**src/rtl/multi_timer.sv**
```systemverilog
// Multi-channel timer: NUM_CH independent up-counters sharing one prescaler tick,
// each with one-shot/periodic mode, expiry pulse and sticky pending flag.
module multi_timer #(
  parameter int NUM_CH  = 4,
  parameter int CNT_W   = 32,
  parameter int PRESC_W = 8,
  localparam int CH_W   = (NUM_CH > 1) ? $clog2(NUM_CH) : 1
) (
  input  logic               clk,
  input  logic               rst,
  input  logic [PRESC_W-1:0] prescale,
  input  logic               cfg_we,
  input  logic [CH_W-1:0]    cfg_ch,
  input  logic [CNT_W-1:0]   cfg_period,
  input  logic               cfg_periodic,
  input  logic               cfg_enable,
  input  logic [NUM_CH-1:0]  irq_clr,
  input  logic [CH_W-1:0]    rd_ch,
  output logic [CNT_W-1:0]   rd_count,
  output logic [NUM_CH-1:0]  running,
  output logic [NUM_CH-1:0]  timer_fire,
  output logic [NUM_CH-1:0]  irq_pending,
  output logic               irq
);

  logic [PRESC_W-1:0] presc_q, presc_d;
  logic               tick;

  logic [CNT_W-1:0]  count_q  [NUM_CH];
  logic [CNT_W-1:0]  count_d  [NUM_CH];
  logic [CNT_W-1:0]  period_q [NUM_CH];
  logic [CNT_W-1:0]  period_d [NUM_CH];
  logic [NUM_CH-1:0] mode_q, mode_d;
  logic [NUM_CH-1:0] run_q,  run_d;
  logic [NUM_CH-1:0] fire_q, fire_d;
  logic [NUM_CH-1:0] pend_q, pend_d;

  always_comb begin
    // >= rather than == so a prescale lowered below the running count still ticks
    tick    = (presc_q >= prescale);
    presc_d = tick ? '0 : presc_q + 1'b1;
    for (int i = 0; i < NUM_CH; i++) begin
      count_d[i]  = count_q[i];
      period_d[i] = period_q[i];
      mode_d[i]   = mode_q[i];
      run_d[i]    = run_q[i];
      fire_d[i]   = 1'b0;
      pend_d[i]   = pend_q[i] & ~irq_clr[i];
      if (cfg_we && (cfg_ch == CH_W'(i))) begin
        // A write overrides a coincident expiry; pending is left to irq_clr alone
        count_d[i]  = '0;
        period_d[i] = cfg_period;
        mode_d[i]   = cfg_periodic;
        run_d[i]    = cfg_enable && (cfg_period != '0);
      end else if (run_q[i] && tick) begin
        if (count_q[i] == period_q[i] - CNT_W'(1)) begin
          count_d[i] = '0;
          fire_d[i]  = 1'b1;
          pend_d[i]  = 1'b1;
          run_d[i]   = mode_q[i];
        end else begin
          count_d[i] = count_q[i] + CNT_W'(1);
        end
      end
    end
  end

  always_ff @(posedge clk) begin
    if (!rst) begin
      presc_q <= '0;
      mode_q  <= '0;
      run_q   <= '0;
      fire_q  <= '0;
      pend_q  <= '0;
      for (int i = 0; i < NUM_CH; i++) begin
        count_q[i]  <= '0;
        period_q[i] <= '0;
      end
    end else begin
      presc_q <= presc_d;
      mode_q  <= mode_d;
      run_q   <= run_d;
      fire_q  <= fire_d;
      pend_q  <= pend_d;
      for (int i = 0; i < NUM_CH; i++) begin
        count_q[i]  <= count_d[i];
        period_q[i] <= period_d[i];
      end
    end
  end

  // Unmapped channel selects fall through every comparison and read as zero
  always_comb begin
    rd_count = '0;
    for (int i = 0; i < NUM_CH; i++) begin
      if (rd_ch == CH_W'(i)) rd_count = count_q[i];
    end
  end

  assign running     = run_q;
  assign timer_fire  = fire_q;
  assign irq_pending = pend_q;
  assign irq         = |pend_q;

endmodule

```
**config.mk**
```make
export PLATFORM = sky130hd
export DESIGN_NAME = multi_timer
export DESIGN_NICKNAME = d
export VERILOG_FILES = /design/src/rtl/multi_timer.sv
export SDC_FILE = /design/constraint.sdc
export NUM_CORES = 1
export LEC_CHECK = 0
export CORE_MARGIN = 4
export CORE_UTILIZATION = 24
export DETAILED_ROUTE_END_ITERATION = 8
export GPL_ROUTABILITY_DRIVEN = 1
export SKIP_LAST_GASP = 1
export SYNTH_ARGS = -nofsm -noshare
export SYNTH_HDL_FRONTEND = slang
export SYNTH_SLANG_ARGS = --single-unit
```
**constraint.sdc**
```tcl
create_clock -name clk -period 3.87 [get_ports clk]
set_input_delay 0.774 -clock clk [delete_from_list [all_inputs] [get_ports clk]]
set_output_delay 0.774 -clock clk [all_outputs]
set_load 0.05 [all_outputs]
```
==> impl_results.html <==
<table>
<tr><th>Metric</th><th>Value</th></tr>
<tr><th colspan="2">Outcome</th></tr>
<tr><td>Run status</td><td>finished clean</td></tr>
<tr><th colspan="2">STA</th></tr>
<tr><td>Worst hold margin</td><td>roughly 0.47 ns</td></tr>
<tr><td>Worst Slack Setup Final</td><td>roughly 0.22 ns</td></tr>
<tr><td>Unrepaired setup endpoints after global routing</td><td>no</td></tr>
<tr><td>Final number of hold-violating endpoints</td><td>0</td></tr>
<tr><td>Finish-stage setup viols</td><td>0</td></tr>
<tr><td>Setup skew after layout</td><td>~0.024 ns</td></tr>
<tr><td>Sum of negative setup slack</td><td>0 ns</td></tr>
<tr><td>Final Slew Violations</td><td>0</td></tr>
<tr><td>Achievable clock frequency</td><td>~270 MHz</td></tr>
<tr><td>Time the final worst path needs with I/O delays and setup</td><td>approximately 3.7 ns</td></tr>
<tr><td>Worst rel slew slack</td><td>around a quarter</td></tr>
<tr><td>Final clock period utilization by the worst path</td><td>a little over nine tenths</td></tr>
<tr><td>Transition time at the pin with the least slew margin</td><td>around 1.1 ns</td></tr>
<tr><th colspan="2">GRT</th></tr>
<tr><td>Global-route congestion overflow total</td><td>0</td></tr>
<tr><td>Largest net degree at the start of global routing</td><td>around 60</td></tr>
<tr><td>Initial antenna violation count</td><td>2</td></tr>
<tr><td>Total routing usage reported by global routing</td><td>~17%</td></tr>
<tr><td>Global-route wire length before repair</td><td>about 100000 µm</td></tr>
<tr><td>Via count of the first global-routing pass</td><td>15600</td></tr>
<tr><th colspan="2">Detailed routing</th></tr>
<tr><td>Number of remaining DRC errors</td><td>0</td></tr>
<tr><td>Vias post-DR</td><td>about 17000</td></tr>
<tr><td>Average vias per placed instance</td><td>~5.2</td></tr>
<tr><td>Post-detailed-routing wire length</td><td>slightly below 70000 µm</td></tr>
<tr><td>Count of nets left with antenna violations after detail routing</td><td>0</td></tr>
<tr><td>Wire length per cell after detailed routing</td><td>between 20 and 25 µm</td></tr>
<tr><td>Initial DRT Pass Iterations</td><td>6</td></tr>
<tr><td>1st-iter DRT viols</td><td>roughly 1800</td></tr>
<tr><th colspan="2">Clocking</th></tr>
<tr><td>Resize count post-CTS</td><td>0</td></tr>
<tr><td>Post-CTS repair timing setup buffer count</td><td>0</td></tr>
<tr><td>Number of clock sinks</td><td>280</td></tr>
<tr><td>Clock Pin Slew Worst Setup and Hold Paths</td><td>about 0.06 ns</td></tr>
<tr><td>Buffer type at the clock tree root</td><td>sky130_fd_sc_hd__clkbuf_16</td></tr>
<tr><td>Insertion delay to the later sink of the worst-skew pair</td><td>about 0.56 ns</td></tr>
<tr><td>Bufs on Longest Clock Path</td><td>3</td></tr>
<tr><td>Post-CTS Hold Fix Bufs</td><td>0</td></tr>
<tr><td>TritonCTS clock tree</td><td>built</td></tr>
<tr><td>CTS H-Tree Depth</td><td>2</td></tr>
<tr><td>Total clock buffers created by CTS</td><td>34</td></tr>
<tr><th colspan="2">Power</th></tr>
<tr><td>Proportion of total power due to net switching</td><td>29.1%</td></tr>
<tr><td>Clock power frac</td><td>a little over two fifths</td></tr>
<tr><td>Internal power summed over all cells</td><td>between 5 and 6 mW</td></tr>
<tr><td>Pwr Density</td><td>358 nW/µm²</td></tr>
<tr><td>Part of the power in registers</td><td>between 30% and 40%</td></tr>
<tr><td>Switch Pwr</td><td>roughly 2.2 mW</td></tr>
<tr><td>Share of total power in combinational logic</td><td>between 15 and 20%</td></tr>
<tr><td>Static leakage</td><td>7.55 nW</td></tr>
<tr><td>Peak supply drop</td><td>between 0.0002 and 0.0003 V</td></tr>
<tr><th colspan="2">Setup path</th></tr>
<tr><td>Startpoint type of the worst setup path</td><td>flip-flop</td></tr>
<tr><td>Setup crit end kind</td><td>flip-flop</td></tr>
<tr><td>Peak fanout along the critical path</td><td>6</td></tr>
<tr><td>Number of buffers and inverters on the critical path</td><td>2</td></tr>
<tr><td>Critical path data arrival time</td><td>4.14 ns</td></tr>
<tr><td>Most repeated library cell on the critical path</td><td>sky130_fd_sc_hd__or4_1</td></tr>
<tr><td>Family with the most delay on the worst path</td><td>simple AND/OR/NAND/NOR gates</td></tr>
<tr><td>Crit path cell chain</td><td>inv_1 -&gt; ha_1 -&gt; or3b_1 -&gt; a211oi_1 -&gt; nand3_1 -&gt; or4_1 -&gt; or4b_1 -&gt; or4_1 -&gt; a2111oi_2 -&gt; buf_4 -&gt; a31o_2</td></tr>
<tr><td>Required @ worst endpoint</td><td>4.36 ns</td></tr>
<tr><td>Maximum cell stage delay along the critical path</td><td>around 0.56 ns</td></tr>
<tr><td>Crit path kind</td><td>reg -&gt; reg</td></tr>
<tr><td>Standard cell with the maximum stage delay on the critical path</td><td>sky130_fd_sc_hd__or4_1</td></tr>
<tr><th colspan="2">Placement</th></tr>
<tr><td>Routability Congestion</td><td>between 0.9 and 1</td></tr>
<tr><td>Port bufs</td><td>slightly below 100</td></tr>
<tr><td>HPWL Detailed</td><td>52900 µm</td></tr>
<tr><td>Placement Setup Slack</td><td>0.230 ns</td></tr>
<tr><th colspan="2">Floorplanning</th></tr>
<tr><td>Starting Density</td><td>24.4%</td></tr>
<tr><td>Die span in y</td><td>between 200 and 300 µm</td></tr>
<tr><td>Core area</td><td>around 70000 µm²</td></tr>
<tr><td>Number of top-level pins</td><td>98</td></tr>
<tr><td>Overall die width</td><td>between 200 and 300 µm</td></tr>
<tr><td>Number of placement rows</td><td>just under 100</td></tr>
<tr><td>Die outline area</td><td>77600 µm²</td></tr>
<tr><th colspan="2">Synthesis</th></tr>
<tr><td>Net count after synthesis</td><td>between 2000 and 2500</td></tr>
<tr><td>Netlist Area Pre-Place</td><td>about 18000 µm²</td></tr>
<tr><td>Prevailing post-synth register cell</td><td>sky130_fd_sc_hd__dfxtp_1</td></tr>
<tr><td>Number of storage elements in the synthesis netlist</td><td>280</td></tr>
<tr><td>Part of the Yosys area used for sequential elements</td><td>a little under a third</td></tr>
<tr><td>Count of flip-flops with a built-in enable after synthesis</td><td>0</td></tr>
<tr><td>Async set or reset register ratio after synthesis</td><td>0%</td></tr>
<tr><td>Number of unique standard cell types used by synthesis</td><td>between 80 and 90</td></tr>
<tr><td>Number of warnings reported in the yosys synthesis log</td><td>0</td></tr>
<tr><td>Cells after synthesis</td><td>roughly 2200</td></tr>
<tr><td>Avg Synthesized Cell Area</td><td>8.05 µm²</td></tr>
<tr><th colspan="2">Cells and area</th></tr>
<tr><td>Share of final-layout standard cells stronger than drive strength 1</td><td>between 10% and 20%</td></tr>
<tr><td>Area Growth Syn to Fin</td><td>21.9%</td></tr>
<tr><td>Diode count</td><td>0</td></tr>
<tr><td>Fill cell instance count of the final layout</td><td>7617</td></tr>
<tr><td>Final-stage net count</td><td>about 2300</td></tr>
<tr><td>Register cell area after layout</td><td>roughly 5600 µm²</td></tr>
<tr><td>Total area of multi-input combinational cells</td><td>about 11000 µm²</td></tr>
<tr><td>Final design utilization</td><td>29.7%</td></tr>
<tr><th colspan="2">Flow run</th></tr>
<tr><td>Number of max-capacitance violations reported</td><td>0</td></tr>
<tr><th colspan="2">Hold path</th></tr>
<tr><td>Min-Delay Path Class</td><td>reg -&gt; reg</td></tr>
</table>
==> layout make-up <==
cell class | instances | area share, %
Clock buffer | 45 | 4.55
Sequential cell | 280 | 26.2
Clock inverter | 15 | 0.877
Inverter | 41 | 0.719
Multi-Input combinational cell | 1707 | 52.2
Timing Repair Buffer | 198 | 9.89
Tap cell | 950 | 5.55
==> layer usage <==
| layer | vias up | GRT usage, % | part of all wire (%) |
|---|---|---|---|
| met1 | 8117 | 23.7 | 45 |
| met3 | 112 | 3.17 | 8.0 |
| met5 | - | 0 | 0 |
| li1 | 7954 | - | - |
| met2 | 636 | 26.8 | 44 |
| met4 | 0 | 5.52 | 3.3 |
==> path summary, 6_finish.rpt <==
| path | startpoint | to | slack (ns) | cells after the start |
|---|---|---|---|---|
| worst min-delay path | mode_q[0] | mode_q[0] | 0.47 | 2 |
| worst min register to register | mode_q[0] | mode_q[0] | 0.47 | 2 |
| worst max register to register | period_q[3][0] | irq_pending[3] | 0.22 | 11 |
| worst max-delay path | period_q[3][0] | irq_pending[3] | 0.22 | 11 |
==> cell usage after synthesis, drive strengths merged, types with 10 or more instances <==
library cell	number	area share, %
or3	15	0.55
and4	17	0.85
inv	41	0.88
nand4	75	2.7
mux2i	10	0.57
clkbuf	133	3.0
nand3	93	2.6
nor3	172	5.0
nand2b	12	0.43
xnor2	136	6.8
dfxtp	280	32
a21boi	136	5.8
xor2	149	7.4
or4	33	1.4
a31oi	13	0.46
or2	10	0.36
o211ai	11	0.47
buf	22	0.76
nor3b	11	0.47
nor4	64	2.4
o21ai	23	0.66
nand2	339	7.2
ha	17	1.2
and2	13	0.46
and3	35	1.3
a21oi	21	0.60
mux4	32	4.1
nor2	136	2.9
==> layout by cell type (no fill, tap or decap), types with 41 or more instances in the layout <==
cell and instances:
sky130_fd_sc_hd__dfxtp_1 280, sky130_fd_sc_hd__nand3_1 93, sky130_fd_sc_hd__clkdlybuf4s50_1 63, sky130_fd_sc_hd__nand2_1 339
sky130_fd_sc_hd__nand4_1 74, sky130_fd_sc_hd__nor3_1 169, sky130_fd_sc_hd__nor4_1 59, sky130_fd_sc_hd__nor2_1 135
sky130_fd_sc_hd__xnor2_1 136, sky130_fd_sc_hd__buf_4 96, sky130_fd_sc_hd__a21boi_0 136, sky130_fd_sc_hd__inv_1 41
sky130_fd_sc_hd__xor2_1 149
==> flip-flops by register name (all words and copies together) (netlist names) <==
register and flops:
mode_q 4, timer_fire 4, period_q 128, running 4, count_q 128, presc_q 8, irq_pending 4
==> through the flow <==
stage / cell area (µm²) / power [mW] / cells
final: 21400 / 7.67 / 3236
after global routing: 21400 / 7.95 / 3236
after CTS: 21400 / 7.72 / 3236
after detailed placement: 20200 / 4.34 / 3176
after global placement: 20200 / 4.33 / 3176
after floorplan: 17600 / 3.87 / 2183
==> worst min-delay path, delay by kind of cell (launching register included) <==
kind             cells  cell delay, ns
flip-flops           1            0.31
AO/OA/AOI/OAI        1            0.06
AND/OR/NAND/NOR      1            0.05
==> kinds of logic (layout without fill, tap and decap cells) <==
kind of cell	Yosys count	count (layout)	synth area share, %
and+or+nand+nor	1065	1065	30.7
DFF	280	280	31.9
muxes	45	45	4.86
xor gates and xnor gates	285	285	14.2
buffers and inverters	196	299	4.59
adders and majority gates	17	17	1.21
AOI/OAI and AO/OA	295	295	12.5
==> power groups by stage <==
stage / Combinational, mW / Clock [mW] / Sequential, mW
after floorplan: 0.811 / 0 / 3.06
after global placement: 1.25 / 0 / 3.08
after detailed placement: 1.25 / 0 / 3.08
after CTS: 1.26 / 3.44 / 3.02
after global routing: 1.38 / 3.55 / 3.03
final: 1.28 / 3.38 / 3.02
(Power assumes the default switching activity.)
